--- config.mk ---
export PLATFORM = sky130hd
export DESIGN_NAME = counter_scheduler
export DESIGN_NICKNAME = d
export VERILOG_FILES = /design/src/rtl/counter_scheduler.sv
export SDC_FILE = /design/constraint.sdc
export NUM_CORES = 1
export LEC_CHECK = 0
export BUFFER_PORTS_ARGS = -buffer_cell sky130_fd_sc_hd__buf_2
export CELL_PAD_IN_SITES_DETAIL_PLACEMENT = 1
export CELL_PAD_IN_SITES_GLOBAL_PLACEMENT = 1
export CORE_MARGIN = 5
export CORE_UTILIZATION = 37
export DETAILED_ROUTE_END_ITERATION = 10
export GPL_TIMING_DRIVEN = 0
export PLACE_DENSITY_LB_ADDON = 0.1
export REMOVE_ABC_BUFFERS = 1
export SLEW_MARGIN = 10
export SYNTH_ARGS = -nofsm -noshare
export SYNTH_HDL_FRONTEND = slang
export SYNTH_SLANG_ARGS = --single-unit
--- constraint.sdc ---
create_clock -name clk -period 2.6 [get_ports clk]
set_clock_uncertainty 0.2 [all_clocks]
set_input_delay 0.13 -clock clk [delete_from_list [all_inputs] [get_ports clk]]
set_output_delay 0.13 -clock clk [all_outputs]
set_load 0.02 [all_outputs]
--- src/rtl/counter_scheduler.sv ---
// counter_scheduler: round-robin owner selection for one shared down-counting
// interval timer. A granted requester gets its load value counted to zero,
// then a one-cycle done pulse. Dropping the request while counting aborts.
module counter_scheduler #(
  parameter int N_REQ = 4,
  parameter int CNT_W = 4
) (
  input  logic                   clk,
  input  logic                   rstn,
  input  logic [N_REQ-1:0]       req,
  input  logic [N_REQ*CNT_W-1:0] load_val,
  input  logic                   hold,
  output logic [N_REQ-1:0]       grant,
  output logic                   busy,
  output logic [CNT_W-1:0]       cnt_out,
  output logic [N_REQ-1:0]       done
);

  localparam int PTR_W = (N_REQ > 1) ? $clog2(N_REQ) : 1;

  typedef enum logic [1:0] {S_IDLE, S_COUNT, S_DONE} state_t;

  state_t           r_state, w_state_nxt;
  logic [PTR_W-1:0] r_ptr, w_ptr_nxt;
  logic [PTR_W-1:0] r_idx, w_idx_nxt;
  logic [N_REQ-1:0] r_grant, w_grant_nxt;
  logic [N_REQ-1:0] r_done, w_done_nxt;
  logic             r_busy, w_busy_nxt;
  logic [CNT_W-1:0] r_cnt, w_cnt_nxt;

  logic             w_found;
  logic [PTR_W-1:0] w_pick;
  logic [PTR_W-1:0] w_cand;
  logic [PTR_W-1:0] w_idx_inc;

  // First pending request at or after the round-robin pointer, wrapping.
  always_comb begin
    w_found = 1'b0;
    w_pick  = r_ptr;
    w_cand  = '0;
    for (int k = 0; k < N_REQ; k++) begin
      w_cand = PTR_W'((int'(r_ptr) + k) % N_REQ);
      if (!w_found && req[w_cand]) begin
        w_found = 1'b1;
        w_pick  = w_cand;
      end
    end
  end

  // Pointer moves just past the owner that is releasing the counter.
  assign w_idx_inc = (r_idx == PTR_W'(N_REQ - 1)) ? '0 : r_idx + 1'b1;

  // Next-state and next-output logic; registers hold unless a transition applies.
  always_comb begin
    w_state_nxt = r_state;
    w_ptr_nxt   = r_ptr;
    w_idx_nxt   = r_idx;
    w_grant_nxt = r_grant;
    w_busy_nxt  = r_busy;
    w_cnt_nxt   = r_cnt;
    w_done_nxt  = '0;
    case (r_state)
      S_IDLE: begin
        if (w_found) begin
          w_idx_nxt   = w_pick;
          w_grant_nxt = N_REQ'(1) << w_pick;
          w_busy_nxt  = 1'b1;
          w_cnt_nxt   = load_val[w_pick*CNT_W +: CNT_W];
          w_state_nxt = S_COUNT;
        end else begin
          w_grant_nxt = '0;
          w_busy_nxt  = 1'b0;
          w_cnt_nxt   = '0;
        end
      end
      S_COUNT: begin
        if (!req[r_idx]) begin
          // Abort: release silently, no completion pulse.
          w_grant_nxt = '0;
          w_busy_nxt  = 1'b0;
          w_cnt_nxt   = '0;
          w_ptr_nxt   = w_idx_inc;
          w_state_nxt = S_IDLE;
        end else if (hold) begin
          w_cnt_nxt   = r_cnt;
        end else if (r_cnt == '0) begin
          w_done_nxt  = r_grant;
          w_grant_nxt = '0;
          w_busy_nxt  = 1'b0;
          w_ptr_nxt   = w_idx_inc;
          w_state_nxt = S_DONE;
        end else begin
          w_cnt_nxt   = r_cnt - 1'b1;
        end
      end
      S_DONE: begin
        // Single-cycle pulse; no arbitration here.
        w_state_nxt = S_IDLE;
      end
      default: begin
        w_state_nxt = S_IDLE;
        w_grant_nxt = '0;
        w_busy_nxt  = 1'b0;
        w_cnt_nxt   = '0;
      end
    endcase
  end

  // State and output registers, cleared asynchronously.
  always_ff @(posedge clk or negedge rstn) begin
    if (!rstn) begin
      r_state <= S_IDLE;
      r_ptr   <= '0;
      r_idx   <= '0;
      r_grant <= '0;
      r_busy  <= 1'b0;
      r_cnt   <= '0;
      r_done  <= '0;
    end else begin
      r_state <= w_state_nxt;
      r_ptr   <= w_ptr_nxt;
      r_idx   <= w_idx_nxt;
      r_grant <= w_grant_nxt;
      r_busy  <= w_busy_nxt;
      r_cnt   <= w_cnt_nxt;
      r_done  <= w_done_nxt;
    end
  end

  assign grant   = r_grant;
  assign busy    = r_busy;
  assign cnt_out = r_cnt;
  assign done    = r_done;

endmodule
Yosys cells after proc, flatten, opt, wreduce, memory -nomap -nowiden:

Cells that the tools add are included.

* output and inout port bits: 13
* register bits: 19

* add/subtract/negate cells: 5
* reductions and logical operators: 13
* bitwise logic cells: 1
* equal/unequal tests: 9
* magnitude comparators: 5
* multiplexer cells: 45
* shifts and indexed selects: 2

Operators with widths (number)
* $mux W4: 12
* $pmux W4 S3: 2
* $mux W2: 11
* $shiftx A16 B5 Y4: 1
* $lt A2 B3 Y1 const B: 5
* $mux W1: 13
* $reduce_and A3 Y1: 4
* $bmux W1 S2: 5
* $ne A3 B3 Y1 const B: 3
* $add A2 B1 Y2 const B: 2
* $add A2 B2 Y2 const B: 2
* $eq A2 B2 Y1 const B: 2
* $logic_not A4 Y1: 1
* $ne A2 B2 Y1 const B: 2
* $pmux W2 S2: 1
* $shl A1 B2 Y4 const A: 1
* $sub A4 B1 Y4 const B: 1
* $logic_and A1 B1 Y1: 3
* $logic_not A1 Y1: 3
* $pmux W1 S3: 1
* $eq A2 B1 Y1 const B: 1
* $logic_not A2 Y1: 1
* $ne A2 B1 Y1 const B: 1
* $reduce_and A2 Y1: 1
* $not A1 Y1: 1

Logic depth before layout (Yosys ltp):

Gate-level depths: netlist of run 1.

* word-level depth: 15
* mapped depth: 7
* depth with buffers taken out: 7

Least setup slack after synthesis of run 1:

Ideal clock, no wire load.

* path kind: reg-to-reg
* from: register r_cnt[0] (netlist: cnt_out[0])
* to: register r_ptr[0]
* slack: 565 ps
* stages on the path, launching flop included: 7
* library setup time: 128 ps
* arrival: 1707 ps
* buffers on the path: 0
* data required time: 2272 ps
* cell sequence: dfrtp_1 -> inv_1 -> ha_1 -> nor3b_1 -> nand2b_1 -> a21oi_1 -> mux2_1

* longest elaborated chain between the ends: 3

Ends and longest elaborated chain
* start, declared: line 29 `logic [CNT_W-1:0] r_cnt, w_cnt_nxt;`
* start signal, assigned: line 125 `r_cnt <= w_cnt_nxt;`
* $logic_not A4 Y1: line 86 `end else if (r_cnt == '0) begin`
* $ne A2 B1 Y1 (no source line)
* $reduce_and A3 Y1 (no source line)
* end signal, assigned: line 121 `r_ptr <= w_ptr_nxt;`
* end, declared: line 24 `logic [PTR_W-1:0] r_ptr, w_ptr_nxt;`

No other way between the ends.
A chain may end at the register's enable or synchronous reset.

Final worst setup path of run 1:

Ends and elaborated chain as after synthesis.

==> results of run 1 <==
[routing by layer]
layer  track usage, %  vias up
met5                0        -
met4             5.44        0
met3             1.73        2
met2             29.8       18
met1             20.9      502
li1                 -      513
[worst paths after layout]
path                            slack, ps  depth (start not counted)        start         end
worst max-delay path                  380                          6   cnt_out[0]    r_ptr[0]
max in group asynchronous            1820                          2         rstn  cnt_out[1]
worst min-delay path                    6                          3  load_val[1]  cnt_out[1]
worst max register to register        380                          6   cnt_out[0]    r_ptr[0]
min in group asynchronous              80                          2         rstn    grant[3]
worst min register to register        300                          2         busy        busy
[where the power goes]
| part | internal [mW] | switching (mW) |
|---|---|---|
| sequential | 0.404 | 0.108 |
| clock | 0.0586 | 0.103 |
| combinational | 0.346 | 0.471 |
[cell usage after synthesis]
cell / n
ha_1: 2
a32oi_1: 2
nor2_1: 6
o21ai_1: 5
a22o_1: 3
o31ai_1: 1
a221o_1: 1
a211o_1: 1
nand2b_2: 1
buf_6: 1
a21o_1: 1
a21oi_1: 2
xnor2_1: 1
and2_1: 4
o21ai_0: 3
nand2b_1: 4
mux2_1: 1
o21a_1: 1
nor3b_1: 1
or3b_1: 1
nand2_1: 13
o31ai_4: 1
mux4_2: 1
and2b_1: 1
nor2_2: 1
dfrtp_1: 19
a211oi_1: 3
o211ai_1: 1
o2bb2ai_1: 1
a211oi_2: 2
nor3_1: 1
nor4_1: 2
inv_1: 4
or3_1: 1
o221ai_1: 3
o31a_1: 1
nor2b_1: 7
mux2i_1: 7
[cells by family after synthesis]
group | count (synthesis)
AND/OR/NAND/NOR | 43
AO/OA/AOI/OAI | 32
flip-flops | 19
adder cells (fa/ha/maj) | 2
XOR/XNOR | 1
multiplexers | 9
buffers and inverters | 5
[state kept, by name, indices dropped and copies added (netlist names)]
signal	cells
r_idx	2
cnt_out	4
done	4
r_ptr	2
busy	1
r_state	2
grant	4
[layout make-up]
cell class                      instances  area (sq um)  share of cell area [%]
Tap cell                               33          41.3                    2.76
Multi-Input combinational cell         87           621                    41.4
Timing Repair Buffer                   49           315                    21.1
Inverter                                4          15.0                    1.00
Sequential cell                        19           475                    31.7
Clock inverter                          1          7.51                   0.501
Clock buffer                            3          22.5                    1.50
[worst min-delay path, stage by stage]
cell and delay, ps:
buf_2 90, a211oi_2 50, o31ai_1 210
[repair_timing]
item                                   in CTS  in global routing
hold buffers                               14                  0
setup endpoints to repair                   0                  0
endpoints found under the hold margin      23                  0
[layout by cell type, fill, tap and decap left out, drive strengths merged]
master       instances
a22o                 3
inv                  4
dlygate4sd3         14
a221o                1
clkinvlp             1
a211oi               5
and2b                1
nand2b               5
nor4                 2
a211o                1
o221ai               3
dfrtp               19
nor3                 1
or3b                 1
nand2               13
nor3b                1
clkbuf               3
o21a                 1
mux2                 1
buf                 35
a32oi                2
mux2i                7
or3                  1
o2bb2ai              1
nor2                 7
ha                   2
a21oi                2
mux4                 1
o31ai                2
a21o                 1
nor2b                7
o31a                 1
xnor2                1
and2                 4
o211ai               1
o21ai                8
==> qor.txt, run 1 <==
Worst-margin pin slew = 611 ps
Num CTS Buffers = 3
Met3 WL = 101 microns
Post-Route WL = 3.13 mm
Htree depth = 1
Initial antenna violation count = 0
Setup Viol. Count Final = 0
Starting Density = 37.7%
CTS tree = yes
Multiplexer share of the synthesized area = 9.25%
Synthesis Warnings = 0
Clock sink count = 19
Clk root buf = clkbuf_4
Core area = 2980 sq um
Antenna Nets Post-Route = 0
Post-synthesis cell type count = 38
Simple-Gate Fraction of Synth Area = 20.3%
Req. time, crit path = 2600 ps
Gr usage total = 16.7%
GRT Residual Overflow = 0
Worst IR drop on VDD = 0.449 mV
Setup TNS Final = 0 ps
XOR/XNOR Fraction of Synth Area = 0.780%
DP Area = 1330 sq um
FMAX = 450 MHz
CP bufs+invs = 1
Synthesis-to-layout area growth = 33.4%
Power per cell area = 995 nW/um^2
Crit Path Max Fanout = 4
Die width = 65.1 microns
Max-cap violations = 0
Clock latency on the worst-skew pair = 300 ps
Post-synthesis compound-gate area fraction = 22.7%
Pre-CTS WS = 385 ps
Critical Path Source Type = flop
Diode count = 0
Worst-case clock buffer depth = 2
1st-pass router iterations = 4
Count of buffers from port buffering = 35
Fin area = 1500 sq um
Routed vias = 1,035
Area leader, netlist = dfrtp_1
Vias in the first global route = 1,135
Minimum clock period = 2220 ps
Die area = 4230 sq um
Slew Viols, Final = 0
# fillers = 354
Number of setup buffers added after CTS = 0
Hold Fails Final Rpt = 0
Critical path endpoint category = flop
Final net count = 189
Post-route setup slack = 380 ps
Hold WC Path Type = in -> reg
1st-iter DRT viols = 30
Ranking of synthesized cells by area = dfrtp_1 (42%), mux2i_1 (6.2%), nand2_1 (4.3%)
Util after Layout = 50.3%
Period Utilization, post-route = 85.4%
Main combinational cell family by area after synthesis = compound AO/OA/AOI/OAI gates
Largest net degree at the start of global routing = 20
WL/cell = 16.0 microns
Top cell type's share of synthesized area = 42.4%
Post-synthesis sequential area ratio = 42.4%
Height of the die = 65.1 microns
First-pass GRT wire length = 5.40 mm
Avg Inst Size Synth = 10.1 sq um
Worst slew margin = 59.3%
Post-route DRC = 0
DR WL met2 = 1.63 mm
M1 wire length = 1.38 mm
Cts repair resizes = 0
RSZ-0062 raised after global routing = false
FF+latch count, synth = 19
CP arrival = 2220 ps
Status = completed
Final std cells w/o fill = 196
Clock slew at reported path FFs = 120 ps
Via density per instance = 5.28
Placed Instances = 178
P_leak = 0.720 nW
Largest stage delay, worst path = 430 ps
Final Wtd Congestion = 0.814
Post-synthesis adder-cell area fraction = 2.23%
Hold slack = 6.47 ps
Ports = 36
Synthesized instance count = 111
FP Rows = 20
Worst setup path class = reg -> reg
Crit-path slowest cell = dfrtp_1
Total power = 1.49 mW
Delay-heaviest family, CP = simple AND/OR/NAND/NOR gates
Synth Cell Area = 1120 sq um
Layout cells sized above 1 = 27.6%
Cells along the critical path = inv_1 -> ha_1 -> nor3b_1 -> nand2b_1 -> a21oi_1 -> mux2_1
Highest metal used = met4
Placed wire-length estimate = 2.30 mm
No activity file was read; power rests on OpenSTA's default activity.
==> inputs of run 2 (changes only) <==
- CORE_MARGIN: 5 -> 2
- clock period: 2.6 -> 2.15 ns (I/O delays scaled with it)
==> run 2 against run 1 <==
  * Non-clock buffer count up 1
  * Final area grew 0.92%
  * Maximum frequency is 9.9% higher
  * Power up 21%
  * Critical path type unchanged
  * Worst setup slack lost 250 ps
  * Sequential share of layout area down 0.29 points
  * Register-to-register slack worse by 250 ps
==> qor.txt, run 2 (synthesis gave the netlist of run 1 again) <==
Status = completed
Worst slew margin = 71.8% (+12 points)
FMAX = 495 MHz (+9.9%)
Net Sw Power = 0.812 mW (+19%)
Clock slew at reported path FFs = 110 ps (about the same)
Num CTS Buffers = 3 (unchanged)
Vias in the first global route = 1,110 (-2.2%)
R2r startpoint = cnt_out[0]
Power per cell area = 1190 nW/um^2 (+20%)
Most frequent cells in the layout = buf_2 (35), dfrtp_1 (19), dlygate4sd3_1 (15), nand2_1 (13)
Via density per instance = 5.32 (+0.80%)
RSZ-0062 raised after global routing = false
Switching share of power = 45.1% (-0.64 points)
Worst-margin pin slew = 421 ps (-189 ps)
Htree depth = 1 (unchanged)
Hold Fails Final Rpt = 0 (unchanged)
Post-route DRC = 0 (unchanged)
Layout cells sized above 1 = 28.7% (+1.1 points)
Hold WC Path Type = in -> reg
Clock latency on the worst-skew pair = 300 ps (about the same)
Diode count = 0 (unchanged)
Antenna Nets Post-Route = 0 (unchanged)
Util after Layout = 53.4% (+3.1 points)
Count of buffers from port buffering = 35 (unchanged)
CP arrival = 2010 ps (-210 ps)
Total power = 1.80 mW (+21%)
Crit path launch = cnt_out[0]
Clock sink count = 19 (unchanged)
Die width = 59.1 microns (-9.2%)
Placed wire-length estimate = 2.21 mm (-3.8%)
P_leak = 0.728 nW (+1.1%)
Worst IR drop on VDD = 0.613 mV (+36%)
Worst R2R Path Depth = 6 (unchanged)
Number of setup buffers added after CTS = 0 (unchanged)
Height of the die = 59.1 microns (-9.2%)
Final std cells w/o fill = 195 (-0.51%)
Setup Viol. Count Final = 0 (unchanged)
Pre-CTS WS = -58.6 ps (-443 ps)
Routed vias = 1,038 (+0.29%)
Worst hold stages = 3 (unchanged)
Critical path endpoint category = flop
Critical Path Source Type = flop
Commonest non-fill, non-tap cell in the layout = buf_2
Synthesis-to-layout area growth = 34.7%
Min-delay src = load_val[1]
Worst-case clock buffer depth = 2 (unchanged)
WL/cell = 15.1 microns (-5.5%)
Max-cap violations = 0 (unchanged)
Final Wtd Congestion = 0.790 (-3.0%)
Clk root buf = clkbuf_4
Hold slack = 2.14 ps (-4.32 ps)
Post-Route WL = 2.94 mm (-5.9%)
Largest net degree at the start of global routing = 20 (unchanged)
Area of the multi-input gates = 631 sq um (+1.6%)
1st-pass router iterations = 3 (-1)
First-pass GRT wire length = 4.91 mm (-9.0%)
Combinational power share = 55.4% (+0.6 points)
CTS tree = yes
Post-route setup slack = 130 ps (-249 ps)
FP Rows = 19 (-5.0%)
Die area = 3490 sq um (-18%)
R2r setup slk = 130 ps (-250 ps)
Placed Instances = 176 (-1.1%)
Req. time, crit path = 2140 ps (-460 ps)
Sequential power share = 34.4% (about the same)
Period Utilization, post-route = 93.9% (+8.5 points)
Crit Path Max Fanout = 4 (unchanged)
FF-to-FF End = r_ptr[0]
1st-iter DRT viols = 37 (+23%)
Clock share of power = 10.1% (-0.7 points)
# fillers = 335 (-5.4%)
GRT Residual Overflow = 0 (unchanged)
Final net count = 190 (+0.53%)
Internal cell power = 0.987 mW (+22%)
Slew Viols, Final = 0 (unchanged)
Worst Hold End = cnt_out[1]
Starting Density = 39.7% (+2.0 points)
Minimum clock period = 2020 ps (-201 ps)
Core area = 2830 sq um (-5.0%)
Gr usage total = 19.0% (+2.3 points)
Initial antenna violation count = 0 (unchanged)
Worst setup path class = reg -> reg
Ports = 36 (unchanged)
FF+latch area = 475 sq um (unchanged)
## run 2: cell types whose count changed in the layout (fill, tap and decap cells not counted), sizes merged
| cell | delta |
|---|---|
| clkbuf | +1 |
| dlygate4sd3 | +1 |
| clkinvlp | -1 |
## run 2: metal layers
metal	share of wire [%]	track usage, %	wire length (microns)
met1	45	23.8	1320
met2	51	32.9	1510
met3	3.5	4.59	103
met4	0.65	4.87	19
met5	0	0	0
## run 2: power by group through the flow
stage          Combinational [mW]  Clock [mW]  Sequential, mW
3_5_place_dp                0.974           0           0.627
5_1_grt                      1.10       0.209           0.647
3_3_place_gp                0.941           0           0.618
4_1_cts                      1.00       0.193           0.622
2_1_floorplan               0.613           0           0.693
6_report                    0.997       0.182           0.619
## run 2: layout make-up
class | count | share of cell area (%)
multi-input cells | 87 | 41.7
flip-flops and latches | 19 | 31.5
repair buffers | 50 | 21.5
well taps | 31 | 2.57
clock buffers | 4 | 1.74
inverters | 4 | 0.993
## run 2: worst max path at each step
| stage | end | slack [ps] |
|---|---|---|
| finish | r_ptr[0] | 130 |
| global route | r_ptr[0] | 10 |
| CTS | r_ptr[0] | 80 |
| detailed placement | r_ptr[0] | -60 |
| global placement | r_ptr[0] | 2 |
| floorplan | r_ptr[0] | 110 |
## run 2: repair_timing
action                                  CTS  global route
hold buffers                             15             0
resized for setup                         2             1
endpoints found under the hold margin    24             0
endpoints found under the setup margin    2             1
## run 2: through the flow
stage	cell area, sq um	TNS (ps)
after floorplan	1110	0
after global placement	1330	0
after detailed placement	1330	-58.6
after CTS	1510	0
after global routing	1510	0
final	1510	0
## run 2: critical path: stages (launching register included)
cell      delay (ps)
dfrtp_1          420
inv_1            100
ha_1             200
nor3b_2          290
nand2b_1         160
a21oi_2          210
mux2_1           340
==> inputs of run 3 (changes only) <==
- SETUP_SLACK_MARGIN: unset -> 0.4
==> run 3 against run 2 <==
  * Maximum frequency is 7.7% higher
  * Final area is 14% higher
  * Critical path depth is 2 higher
  * Count of clock-buffer cells in the layout stayed put
  * Cell count is 6.2% higher
==> qor.txt, run 3 (synthesis gave the netlist of run 1 again) <==
Status = completed
Die area = 3490 sq um (unchanged)
Critical path endpoint category = flop
Worst hold stages = 3 (unchanged)
Clock latency on the worst-skew pair = 320 ps (+20 ps)
Gr usage total = 22.2% (+3.2 points)
Starting Density = 39.7% (unchanged)
Combinational power share = 63.0% (+7.6 points)
Num CTS Buffers = 3 (unchanged)
Antenna Nets Post-Route = 0 (unchanged)
Initial antenna violation count = 0 (unchanged)
Switching share of power = 45.6% (+0.49 points)
Post-Route WL = 3.83 mm (+30%)
DP Area = 1330 sq um (unchanged)
1st-pass router iterations = 4 (+1)
Clock share of power = 8.6% (-1.5 points)
Via density per instance = 5.55 (+4.3%)
Hold slack = 0.101 ps (-2.04 ps)
FP Rows = 19 (unchanged)
Post-route DRC = 0 (unchanged)
GRT Residual Overflow = 0 (unchanged)
Die width = 59.1 microns (unchanged)
Util after Layout = 61.1% (+7.7 points)
Final Wtd Congestion = 0.790 (unchanged)
Hold Fails Final Rpt = 0 (unchanged)
Minimum clock period = 1880 ps (-145 ps)
FMAX = 533 MHz (+7.7%)
Worst-case clock buffer depth = 2 (unchanged)
Max-cap violations = 0 (unchanged)
Internal cell power = 1.23 mW (+25%)
Worst R2R Path Depth = 8 (+2)
Req. time, crit path = 2190 ps (+50 ps)
Min-delay src = load_val[9]
Vias in the first global route = 1,175 (+5.9%)
Crit Path Max Fanout = 3 (-1)
Final net count = 202 (+6.3%)
Worst IR drop on VDD = 0.623 mV (+1.6%)
Htree depth = 1 (unchanged)
Worst setup path class = reg -> reg
Largest net degree at the start of global routing = 20 (unchanged)
Clock slew at reported path FFs = 120 ps (about the same)
Synthesis-to-layout area growth = 54.1%
Pre-CTS WS = -58.6 ps (unchanged)
Commonest non-fill, non-tap cell in the layout = buf_2
First-pass GRT wire length = 5.58 mm (+14%)
Hold WC Path Type = in -> reg
1st-iter DRT viols = 52 (+41%)
Period Utilization, post-route = 87.2% (-6.7 points)
P_leak = 0.827 nW (+14%)
Clk root buf = clkbuf_4
Worst-margin pin slew = 540 ps (+119 ps)
R2r startpoint = cnt_out[0]
Diode count = 0 (unchanged)
Power per cell area = 1310 nW/um^2 (+9.9%)
R2r setup slk = 270 ps (+140 ps)
Crit path launch = cnt_out[0]
Net Sw Power = 1.03 mW (+27%)
Post-route setup slack = 275 ps (+145 ps)
Critical Path Source Type = flop
Most frequent cells in the layout = buf_2 (35), dfrtp_1 (18), dlygate4sd3_1 (15), nand2_1 (11), buf_4 (11)
Worst Hold End = cnt_out[1]
Placed wire-length estimate = 2.21 mm (unchanged)
Slew Viols, Final = 0 (unchanged)
Height of the die = 59.1 microns (unchanged)
Total power = 2.26 mW (+26%)
Setup Viol. Count Final = 0 (unchanged)
Count of buffers from port buffering = 35 (unchanged)
Layout cells sized above 1 = 44.3% (+16 points)
CP arrival = 1910 ps (-100 ps)
WL/cell = 18.5 microns (+23%)
Worst slew margin = 63.8% (-8.0 points)
Ports = 36 (unchanged)
Core area = 2830 sq um (unchanged)
CTS tree = yes
Clock sink count = 19 (unchanged)
Routed vias = 1,149 (+11%)
FF-to-FF End = cnt_out[3]
RSZ-0062 raised after global routing = true
Sequential power share = 28.4% (-6.0 points)
Fin area = 1730 sq um (+14%)
-- run 3: final cells by class --
class                   instances  area [sq um]
multi-input cells              88           764
well taps                      31          38.8
repair buffers                 61           408
clock buffers                   4          26.3
inverters                       4          15.0
fillers                       314          1100
flip-flops and latches         19           477
-- run 3: power by group through the flow --
stage	registers, mW	logic (mW)	clock network (mW)
after floorplan	0.693	0.613	0
after global placement	0.618	0.941	0
after detailed placement	0.627	0.974	0
after CTS	0.619	1.21	0.193
after global routing	0.661	1.53	0.214
final	0.641	1.43	0.195
-- run 3: worst max path at each step --
stage / endpoint / depth (start not counted)
6_report: cnt_out[3] / 8
5_1_grt: cnt_out[3] / 8
4_1_cts: r_ptr[0] / 6
3_5_place_dp: r_ptr[0] / 6
3_3_place_gp: r_ptr[0] / 6
2_1_floorplan: r_ptr[0] / 6
-- run 3: per-layer routing --
metal	GRT usage [%]	share of wire (%)	vias up
met4	5.84	1.5	0
met5	0	0	-
li1	-	-	547
met1	26.5	41	571
met3	5.02	2.5	6
met2	40.2	55	25
-- run 3: repair_timing --
item | in CTS | in global routing
gates resized for setup | 17 | 16
setup buffers | 7 | 4
cloned | 1 | 0
endpoints found under the hold margin | 24 | 0
setup endpoints to repair | 17 | 16
hold buffers | 15 | 0
pin swaps | 10 | 10
-- run 3: per-stage QoR --
stage | std cells | TNS (ps)
2_1_floorplan | 110 | 0
3_3_place_gp | 176 | 0
3_5_place_dp | 176 | -58.6
4_1_cts | 203 | 0
5_1_grt | 207 | 0
6_report | 207 | 0
-- run 3: worst max-delay path: stages (launching register included) --
cell      delay (ps)
dfrtp_1          400
inv_2             70
ha_4             150
nor3b_4          150
buf_4            140
buf_4            130
nor4_1           340
o21ai_0          130
o221ai_1          80
